<file path="src/rtl/midi_uart_rx.sv">
// rtl/midi_uart_rx.sv - MIDI UART receiver and Note On/Off/All-Notes-Off parser
// Emits one-cycle 16-bit command words for the bank manager; 16'h0000 otherwise.
module midi_uart_rx #(
  parameter int CLKS_PER_BIT = 1600
) (
  input  logic        clk,
  input  logic        reset_n,
  input  logic        i_rx,
  output logic [15:0] o_data,
  output logic        o_valid,
  output logic        o_frame_err
);

  localparam int CW = $clog2(CLKS_PER_BIT);
  localparam logic [CW-1:0] HALF_M1 = CW'(CLKS_PER_BIT / 2 - 1);
  localparam logic [CW-1:0] FULL_M1 = CW'(CLKS_PER_BIT - 1);

  typedef enum logic [2:0] {
    S_IDLE,
    S_START,
    S_DATA,
    S_STOP,
    S_WAIT_HIGH
  } uart_state_t;

  typedef enum logic [1:0] {
    RS_NONE,
    RS_OFF,
    RS_ON,
    RS_CC
  } run_status_t;

  logic          rx_m;
  logic          rx_s;
  uart_state_t   state;
  logic [CW-1:0] cnt;
  logic [2:0]    bit_idx;
  logic [7:0]    shift;
  logic          byte_rdy;
  run_status_t   run_status;
  logic [1:0]    need;
  logic [6:0]    d1;
  logic [6:0]    d2;
  logic          note_ok;
  logic [15:0]   cmd;

  always_ff @(posedge clk) begin
    if (!reset_n) begin
      rx_m <= 1'b1;
      rx_s <= 1'b1;
    end else begin
      rx_m <= i_rx;
      rx_s <= rx_m;
    end
  end

  // Reset lands in WAIT_HIGH so a frame already on the wire is never decoded.
  always_ff @(posedge clk) begin
    if (!reset_n) begin
      state       <= S_WAIT_HIGH;
      cnt         <= '0;
      bit_idx     <= '0;
      shift       <= '0;
      byte_rdy    <= 1'b0;
      o_frame_err <= 1'b0;
    end else begin
      byte_rdy    <= 1'b0;
      o_frame_err <= 1'b0;
      case (state)
        S_IDLE: begin
          if (!rx_s) begin
            cnt     <= '0;
            bit_idx <= '0;
            state   <= S_START;
          end
        end
        S_START: begin
          if (cnt == HALF_M1) begin
            cnt   <= '0;
            state <= rx_s ? S_IDLE : S_DATA;
          end else begin
            cnt <= cnt + 1'b1;
          end
        end
        S_DATA: begin
          if (cnt == FULL_M1) begin
            cnt     <= '0;
            shift   <= {rx_s, shift[7:1]};
            bit_idx <= bit_idx + 1'b1;
            if (bit_idx == 3'd7) state <= S_STOP;
          end else begin
            cnt <= cnt + 1'b1;
          end
        end
        S_STOP: begin
          if (cnt == FULL_M1) begin
            cnt <= '0;
            if (rx_s) begin
              byte_rdy <= 1'b1;
              state    <= S_IDLE;
            end else begin
              o_frame_err <= 1'b1;
              state       <= S_WAIT_HIGH;
            end
          end else begin
            cnt <= cnt + 1'b1;
          end
        end
        S_WAIT_HIGH: begin
          if (rx_s) state <= S_IDLE;
        end
        default: state <= S_WAIT_HIGH;
      endcase
    end
  end

  // shift holds the completed byte while byte_rdy is high.
  assign d2      = shift[6:0];
  assign note_ok = (d1 != 7'd0) && (d1 != 7'h7F);

  always_comb begin
    cmd = 16'h0000;
    case (run_status)
      RS_ON:  if (note_ok) cmd = {(d2 != 7'd0), d1, 1'b0, d2};
      RS_OFF: if (note_ok) cmd = {1'b0, d1, 1'b0, d2};
      RS_CC:  if (d1 == 7'd120 || d1 == 7'd123) cmd = 16'h7F00;
      default: cmd = 16'h0000;
    endcase
  end

  always_ff @(posedge clk) begin
    if (!reset_n) begin
      run_status <= RS_NONE;
      need       <= 2'd2;
      d1         <= '0;
      o_data     <= '0;
      o_valid    <= 1'b0;
    end else begin
      o_data  <= '0;
      o_valid <= 1'b0;
      if (o_frame_err) begin
        run_status <= RS_NONE;
        need       <= 2'd2;
      end else if (byte_rdy) begin
        if (shift[7]) begin
          // 0xF8-0xFF are real-time bytes and leave parser state alone.
          if (shift[7:3] != 5'b11111) begin
            need <= 2'd2;
            case (shift[7:4])
              4'h8:    run_status <= RS_OFF;
              4'h9:    run_status <= RS_ON;
              4'hB:    run_status <= RS_CC;
              default: run_status <= RS_NONE;
            endcase
          end
        end else if (run_status != RS_NONE) begin
          if (need == 2'd2) begin
            d1   <= shift[6:0];
            need <= 2'd1;
          end else begin
            need    <= 2'd2;
            o_data  <= cmd;
            o_valid <= (cmd != 16'h0000);
          end
        end
      end
    end
  end

endmodule

</file>
<file path="config.mk">
export PLATFORM = sky130hd
export DESIGN_NAME = midi_uart_rx
export DESIGN_NICKNAME = d
export VERILOG_FILES = /design/src/rtl/midi_uart_rx.sv
export SDC_FILE = /design/constraint.sdc
export NUM_CORES = 1
export LEC_CHECK = 0
export CORE_MARGIN = 2
export CORE_UTILIZATION = 51
export DETAILED_ROUTE_END_ITERATION = 8
export PLACE_DENSITY = 0.78
export SLEW_MARGIN = 0
export SYNTH_ARGS = -nofsm -noshare
export SYNTH_HDL_FRONTEND = slang
export SYNTH_SLANG_ARGS = --single-unit
</file>
<file path="constraint.sdc">
create_clock -name clk -period 2 [get_ports clk]
set_clock_uncertainty 0.15 [all_clocks]
set_input_delay 0.2 -clock clk [delete_from_list [all_inputs] [get_ports clk]]
set_output_delay 0.2 -clock clk [all_outputs]
set_load 0.005 [all_outputs]
</file>
* Word level (Yosys, flattened, before mapping)
Index checks and enable logic that the tools add are counted.
** Cells by class
- $add $sub $neg :: 2
- Equal/unequal tests :: 25
- Muxes and demuxes :: 27
- Bitwise operators :: 5
- Reductions and logical operators :: 21
** Operators by type and width (number)
- $pmux W16 S3 :: 1
- $mux W11 :: 3
- $pmux W11 S3 :: 1
- $mux W15 :: 2
- $mux W3 :: 9
- $mux W16 :: 1
- $reduce_bool A16 Y1 :: 1
- $pmux W3 S5 :: 1
- $eq A7 B7 Y1 const B :: 2
- $reduce_bool A7 Y1 :: 2
- $eq A4 B4 Y1 const B :: 3
- $ne A2 B2 Y1 const B :: 6
- $reduce_and A3 Y1 :: 4
- $add A11 B1 Y11 const B :: 1
- $eq A11 B10 Y1 const B :: 1
- $eq A11 B11 Y1 const B :: 1
- $mux W2 :: 5
- $ne A7 B7 Y1 const B :: 1
- $eq A2 B2 Y1 const B :: 3
- $eq A3 B2 Y1 const B :: 2
- $eq A3 B3 Y1 const B :: 2
- $pmux W2 S3 :: 1
- $pmux W3 S2 :: 1
- $reduce_and A6 Y1 :: 1
- 16 further kinds :: 25
** Word-level totals
- Bits in registers :: 57
- Input bits :: 3
- Output and inout bits :: 18
- Logic and storage cells :: 93

* Longest topological paths before layout
Gate-level depths: netlist of run 1.
- Depth in word-level cells :: 5
- Mapped depth :: 7
- Mapped depth without buffers :: 6

* Least setup slack after synthesis of run 1
Ideal clock, no wire load.
- Kind :: register to register
- Start :: register cnt[0]
- End :: register bit_idx[0]
- Setup time :: 115 ps
- Arrival :: 1640 ps
- Required time :: 1735 ps
- Setup slack :: 96 ps
- Stages on the path, launching flop included :: 8
- Buffers on the path :: 2
- Period minus slack after synthesis :: 1904 ps
- Cells stage by stage :: dfxtp_1 ha_1 and4_1 buf_2 nand4_1 buf_2 and3_1 o21a_1
** On the way
- Longest elaborated chain between the ends :: 3
** Ends and longest elaborated chain
- start: declaration :: RTL line 36 : logic [CW-1:0] cnt;
- start signal: assignment :: RTL line 82 : cnt <= cnt + 1'b1;
- start signal: assignment :: RTL line 92 : cnt <= cnt + 1'b1;
- start signal: assignment :: RTL line 106 : cnt <= cnt + 1'b1;
- $eq A11 B11 Y1 :: RTL line 86 : if (cnt == FULL_M1) begin
- $ne A2 B2 Y1 (no line)
- $reduce_and A3 Y1 (no line)
- end signal: assignment :: RTL line 89 : bit_idx <= bit_idx + 1'b1;
- end: declaration :: RTL line 37 : logic [2:0] bit_idx;
No other way between the ends.
A chain may end at the register's enable or synchronous reset.

* Worst setup path after layout of run 1
- Start :: register run_status[0]
- End :: register o_data[1]
** On the way
- Longest elaborated chain between the ends :: 3
- Elaborated cells between the ends (all ways) :: 7
- Classes of those cells :: eq/ne (3); mux (1); bitwise (1); reduce/logical (2)
** Ends and longest elaborated chain
- start: declaration :: RTL line 40 : run_status_t run_status;
- start signal: assignment :: RTL line 133 : run_status <= RS_NONE;
- start signal: assignment :: RTL line 142 : run_status <= RS_NONE;
- start signal: assignment :: RTL line 150 : 4'h8: run_status <= RS_OFF;
- $reduce_bool A2 Y1 :: RTL line 156 : end else if (run_status != RS_NONE) begin
- $not A1 Y1 (no line)
- $reduce_or A6 Y1 (no line)
- end signal: assignment :: RTL line 162 : o_data <= cmd;
- end: declaration :: RTL line 9 : output logic [15:0] o_data,
Parallel ways exist; a longest one is shown, timed or not.

==> impl_results.md, run 1 <==
* Post-synth top flop: dfxtp_1
* Crit. Startpoint: run_status[0]
* CP required at 2120 ps
* CP Class: flop to flop
* FMAX at 545 MHz
* Routed WL at 4.75 mm
* Die ar. at approximately 0.0055 mm²
* Multiplexer share of the synthesized area at 6.43%
* Clk buf depth at 2
* # resized after CTS at 0
* Dominant cell type by area after synthesis: dfxtp_1
* HP Class: flop to flop
* Synth warnings at 0
* Post-Synth Adder-Cell Area at under 10%
* Comb power frac at 3.0%
* Core area at 0.00472 mm²
* Vias/cell at about 5.4
* CTS Sinks at 56
* DRC at 0
* Worst path bufs/invs at 0
* Setup crit start kind: flop
* Area Growth Syn to Fin at 17.2%
* Critical Path Max Stage Delay at 560 ps
* Tcrit/Tclk final at 91.8%
* TritonCTS buffer count at 5
* Via Count at 1,936
* CP endpoint kind: flop
* CTS tree: yes
* Top sig layer: met4
* Post-route ant nets at 0
* Die height at approximately 74 µm
* Post-DP HPWL at 3.39 mm
* N_diodes at 0
* DR WL/cell at 13.3 µm
* #FFs+latches synth at 56
* Hold path start: rx_m
* Max rail drop VDD at 434 µV
* Complex-gate fraction of the synthesized area at 12.5%
* Post-Synth XOR/XNOR Area at 2.44%
* Largest delay contributor family on the critical path: simple AND/OR/NAND/NOR gates
* Synthesized area per cell at about 9.6 µm²
* Die Span X at 74.2 µm
* Synth Instances at approximately 260
* Gr ovfl total at 0
* Ratio of cells with drive above 1 in the final layout at between 10% and 20%
* LEAKAGE at 0.00108 µW
* Number of core rows at 25
* Final Critical Period at 1840 ps
* Num ports at 21
* Syn Nets at 267
* Iter 0 DRT Violations at between 80 and 90
* CP max-delay cell: or4_4
* Largest family of logic cells by synthesized area: simple AND/OR/NAND/NOR gates
* RSZ-0062 raised after global routing: no
* Synth top area share at 44.7%
* Max-slew headroom at 62.3%
* Root Driver: clkbuf_8
* Setup Buffers After CTS at 0
* Vias in the first global route at about 1,800
* Met2 WL at 2.35 mm
* Pre-Repair DR Iteration Count at 4
* CTS Hold Bufs at 0
* Synth unique cells at 57
* Clock power frac at 34.9%
* Finished Layout Cells at ~360
* CP arrival at 1950 ps
* Met3 WL at 176 µm
* Clk slew on worst S/H paths at about 100 ps
* Initial antenna violation count at 0
* Initial Util at 53.1%
* Status: completed
* M1 WL at 2.16 mm
* Cell area after synthesis at between 0.002 and 0.003 mm²
* Final setup vio count at 0
* Net load switching power at between 400 and 500 µW
* Final Wtd Congestion at 0.879
* First-pass GRT wire length at 8.01 mm
* Reg power frac at 62.1%
* Final #Nets at 296
* Number of synthesized flops with an enable pin at 0
* Fraction of registers with async set/reset at 0%
* Critical R2R Launch: run_status[0]
* Total GRT Usage at 18.9%
* Synth Area in Simple Gates at 28.8%
* Maxcap violations at 0
* Sum of negative setup slack at 0 ps
* Largest net degree at the start of global routing at 29
* Crit-path cells: nor2_2 > or4_4 > a2111oi_4 > and2_1
* Cells after DPL at 350
* Net Sw Frac at 23.1%
* Worst-path maximum fanout at 7
* Port buffer count at 19
* Fin. Hold Viols at 0
* Clk_lat worst skew at 320 ps
* PD cells at 615 mW/mm²
* Fin util at 62.3%
* Sequential fraction of the synthesis area at between 40% and 50%
* FF-to-FF setup slack at 160 ps
* Main area contributors after synthesis: dfxtp_1 (45%), mux2i_1 (6.0%), nor2b_1 (4.7%)
* Fin. max-slew vios at 0
* Htree depth at 2
* Pin slew with the least headroom to its limit at 561 ps
* Internal power at 1390 µW
[flip-flops by register name, summed over array words and instances, names as in the netlist]
register / flops
bit_idx: 3
byte_rdy: 1
o_data: 15
state: 3
run_status: 2
rx_s: 1
cnt: 11
shift: 8
d1: 7
o_frame_err: 1
need: 2
rx_m: 1
o_valid: 1
[cells in the final DEF, fill, tap and decap left out, types with 3 or more instances in the layout]
cell             instances
a21oi_1                 15
a31oi_1                  3
and2_1                   7
and3_1                   7
buf_4                   17
clkbuf_8                 5
clkdlybuf4s50_1         19
dfxtp_1                 56
ha_1                     3
inv_1                    5
mux2i_1                 15
nand2_1                 15
nand2b_1                 5
nand3_1                  6
nand4_1                  9
nor2_1                  14
nor2b_1                 19
nor3_1                   4
nor3b_1                  3
nor4_1                   3
nor4b_1                  5
o21a_1                   3
o21ai_0                  4
xnor2_1                  4
xor2_1                   3
[layer usage]
metal,global-route usage (%),vias to the layer above
met5,0,-
met4,6.06,0
met3,5.28,6
met2,33.2,36
met1,22.4,905
li1,-,989
[cell families (layout without fill, tap and decap cells)]
kind of cell,Yosys count,after routing
DFF,56,56
buffers and inverters,19,49
other,1,1
muxes,16,16
xor gates and xnor gates,7,7
and+or+nand+nor,117,117
AOI/OAI and AO/OA,42,42
adders and majority gates,3,3
[Yosys cell counts (4+ instances only)]
cell type,instances
nand4_1,9
nand2_1,15
nand2b_1,5
dfxtp_1,56
nand3_1,6
inv_1,5
o21ai_0,4
clkbuf_1,8
nor4b_1,5
and3_1,7
and2_1,7
mux2i_1,15
nor3_1,4
nor2b_1,19
nor2_1,14
buf_2,4
a21oi_1,15
xnor2_1,4
[per-stage QoR]
step,hold WS [ps],power (µW),instance area [µm²],setup slack [ps]
5_1_grt,291,1880,2940,79.4
2_1_floorplan,151,1180,2510,95.9
3_3_place_gp,239,1200,2840,63.3
4_1_cts,272,1830,2930,70.2
6_report,266,1810,2940,165
3_5_place_dp,248,1200,2840,14.9
[cell type report]
type                            count  area (µm²)
Fill cell                         407        1780
Timing Repair Buffer               36         318
Inverter                            5        18.8
Sequential cell                    56        1120
Clock inverter                      3        21.3
Clock buffer                        5        68.8
Multi-Input combinational cell    186        1310
Tap cell                           67        83.8
[power groups by stage]
stage	clock network, µW	registers [µW]	logic [µW]
detailed placement	0	1150	52.5
global route	692	1120	59.2
CTS	649	1120	52.5
global placement	0	1150	51.7
finish	632	1120	54.3
floorplan	0	1150	34.9
[path summary, 6_finish.rpt]
path	to	depth (start not counted)
max	o_data[1]	4
min reg2reg	rx_s	1
max reg2reg	o_data[1]	4
min	rx_s	1
(Power assumes the default switching activity.)
==> inputs of run 2 (changes only) <==
--- a/config.mk
+++ b/config.mk
@@ -5,10 +5,13 @@
 export SDC_FILE = /design/constraint.sdc
 export NUM_CORES = 1
 export LEC_CHECK = 0
+export CAP_MARGIN = 20
 export CORE_MARGIN = 2
-export CORE_UTILIZATION = 51
+export CORE_UTILIZATION = 55
 export DETAILED_ROUTE_END_ITERATION = 8
-export PLACE_DENSITY = 0.78
+export DONT_BUFFER_PORTS = 1
+export PLACE_DENSITY = 0.77
+export RECOVER_POWER = 50
 export SLEW_MARGIN = 0
 export SYNTH_ARGS = -nofsm -noshare
 export SYNTH_HDL_FRONTEND = slang
==> run 2 against run 1 <==
Fmax fell by 3.5%. Sequential cell count is the same. Combinational power decreased by 5.0%. Sequential share of layout area increased by 2.5 points. Die area down 6.9%. Largest cell class unchanged. Largest power group unchanged.
==> impl_results.md, run 2 (same netlist as run 1, synthesis figures left out) <==
* Core area at 0.00438 mm² (was 0.00472 mm²)
* RSZ-0062 raised after global routing: no (unchanged)
* Die height at 71.6 µm (was 74.2 µm)
* Htree depth at 2 (unchanged)
* Die ar. at 0.00512 mm² (was 0.00550 mm²)
* Iter 0 DRT Violations at 75 (was 89)
* CP max-delay cell: or4_4 (unchanged)
* First-pass GRT wire length at 8.03 mm (was 8.01 mm)
* Commonest non-fill, non-tap cell in the layout: dfxtp_1 (unchanged)
* Largest delay contributor family on the critical path: simple AND/OR/NAND/NOR gates (unchanged)
* Root Driver: clkbuf_8 (unchanged)
* Initial antenna violation count at 0 (unchanged)
* CP endpoint kind: flop (unchanged)
* Crit-path cells: nor2_2 > or4_4 > a2111oi_4 > and2_1 (unchanged)
* Critical Path Max Stage Delay at 570 ps (was 560 ps)
* Post-DP HPWL at 3.20 mm (was 3.39 mm)
* Max rail drop VDD at 471 µV (was 434 µV)
* Post-route ant nets at 0 (unchanged)
* Final Critical Period at 1900 ps (was 1840 ps)
* CTS tree: yes (unchanged)
* Max-slew headroom at 48.0% (was 62.3%)
* Top Registers: o_data x15, cnt x11, shift x8 (unchanged)
* CP arrival at 2010 ps (was 1950 ps)
* TritonCTS buffer count at 5 (unchanged)
* Worst path bufs/invs at 0 (unchanged)
* Largest net degree at the start of global routing at 26 (was 29)
* Sum of negative setup slack at 0 ps (unchanged)
* Final setup vio count at 0 (unchanged)
* Seq. cell area at 0.00113 mm² (was 0.00112 mm²)
* HP Class: input pin to flop (was flop to flop)
* Total GRT Usage at 19.6% (was 18.9%)
* Pin slew with the least headroom to its limit at 778 ps (was 561 ps)
* Vias in the first global route at 1,795 (was 1,802)
* Clk slew on worst S/H paths at 100 ps (about the same)
* Tcrit/Tclk final at 95.2% (was 91.8%)
* Fin. max-slew vios at 0 (unchanged)
* Multi-input gate area at 0.00131 mm² (unchanged)
* Via Count at 1,862 (was 1,936)
* DRC at 0 (unchanged)
* Area Growth Syn to Fin at 10.8% (was 17.2%)
* Number of core rows at 24 (was 25)
* Fin. Hold Viols at 0 (unchanged)
* DR WL/cell at 14.0 µm (was 13.3 µm)
* Vias/cell at 5.68 (was 5.41)
* CTS Sinks at 56 (unchanged)
* Final #Nets at 281 (was 296)
* Pre-Repair DR Iteration Count at 4 (unchanged)
* Final Wtd Congestion at 0.893 (was 0.879)
* Clk buf depth at 2 (unchanged)
* Fin util at 63.4% (was 62.3%)
* Gr ovfl total at 0 (unchanged)
* Ratio of cells with drive above 1 in the final layout at 17.8% (was 15.5%)
* PD cells at 642 mW/mm² (was 615 mW/mm²)
* Routed WL at 4.58 mm (was 4.75 mm)
* Maxcap violations at 0 (unchanged)
* Max FFs per register at 15 (unchanged)
* Most frequent cells in the layout: dfxtp_1 (52), nor2b_1 (19) (was dfxtp_1 (56), nor2b_1 (19), clkdlybuf4s50_1 (19), buf_4 (17))
* Worst-path maximum fanout at 7 (unchanged)
* Clk_lat worst skew at 310 ps (was 320 ps)
* Hold slack at 40.3 ps (was 266 ps)
* Largest Register: o_data (unchanged)
* Port buffer count at 0 (was 19)
* N_diodes at 0 (unchanged)
* Initial Util at 57.2% (was 53.1%)
* Die Span X at 71.6 µm (was 74.2 µm)
* CP required at 2110 ps (was 2120 ps)
* FMAX at 525 MHz (was 545 MHz)
* LEAKAGE at 0.00102 µW (was 0.00108 µW)
* Setup crit start kind: flop (unchanged)
* FILL cells at 376 (was 407)
* Status: completed (unchanged)
* Num ports at 21 (unchanged)
* CP Class: flop to flop (unchanged)
==> run 2: final timing paths <==
path	startpoint	to	slack [ps]	cells past startpoint
setup / recovery	run_status[0]	o_data[4]	100	4
hold / removal	reset_n	o_data[9]	40	3
setup reg to reg	run_status[0]	o_data[4]	100	4
hold reg to reg	cnt[0]	cnt[0]	360	2
==> run 2: repair_timing <==
action	4_1_cts	5_1_grt
endpoints found under the setup margin	0	14
setup buffers	0	4
gates resized for setup	0	7
hold buffers	5	0
hold endpoints to repair	35	0
==> run 2: power by group <==
group / internal [µW] / total, µW / leakage, µW / switching (µW)
clock network: 251 / 611 / 0.0000485 / 360
logic: 25.5 / 51.6 / 0.000521 / 26.1
registers: 1120 / 1120 / 0.000454 / 5.33
total: 1390 / 1780 / 0.00102 / 391
==> run 2: cell type report <==
| class | instances | area share, % |
|---|---|---|
| timing repair buffer | 21 | 5.99 |
| multi-input combinational | 186 | 47.1 |
| tap | 52 | 2.34 |
| clock inverter | 3 | 0.810 |
| inverter | 5 | 0.675 |
| clock buffer | 5 | 2.48 |
| sequential | 56 | 40.6 |
==> run 2: metrics by stage <==
stage / area, µm² / setup slack (ps) / power, µW / cells
final: 2780 / 97.0 / 1780 / 328
after global routing: 2780 / 6.40 / 1860 / 328
after CTS: 2740 / 89.5 / 1810 / 324
after detailed placement: 2600 / 102 / 1190 / 311
after global placement: 2600 / 116 / 1190 / 311
after floorplan: 2510 / 95.9 / 1180 / 261
==> run 2: metal layers <==
| layer | GRT usage [%] | wire length, µm |
|---|---|---|
| met1 | 23.5 | 2070 |
| met3 | 3.80 | 112 |
| met4 | 6.29 | 42 |
| met5 | 0 | 0 |
| met2 | 35.0 | 2350 |
==> run 2: worst min-delay path: stages <==
cell,delay (ps)
nand2b_4,50
or4_4,160
a21oi_1,40
==> inputs of run 3 (changes only) <==
--- a/config.mk
+++ b/config.mk
@@ -12,7 +12,6 @@
 export DONT_BUFFER_PORTS = 1
 export PLACE_DENSITY = 0.77
 export RECOVER_POWER = 50
-export SLEW_MARGIN = 0
 export SYNTH_ARGS = -nofsm -noshare
 export SYNTH_HDL_FRONTEND = slang
 export SYNTH_SLANG_ARGS = --single-unit
==> results of run 3 <==
Same layout as run 2: the final DEF is identical, and so are final timing and power.
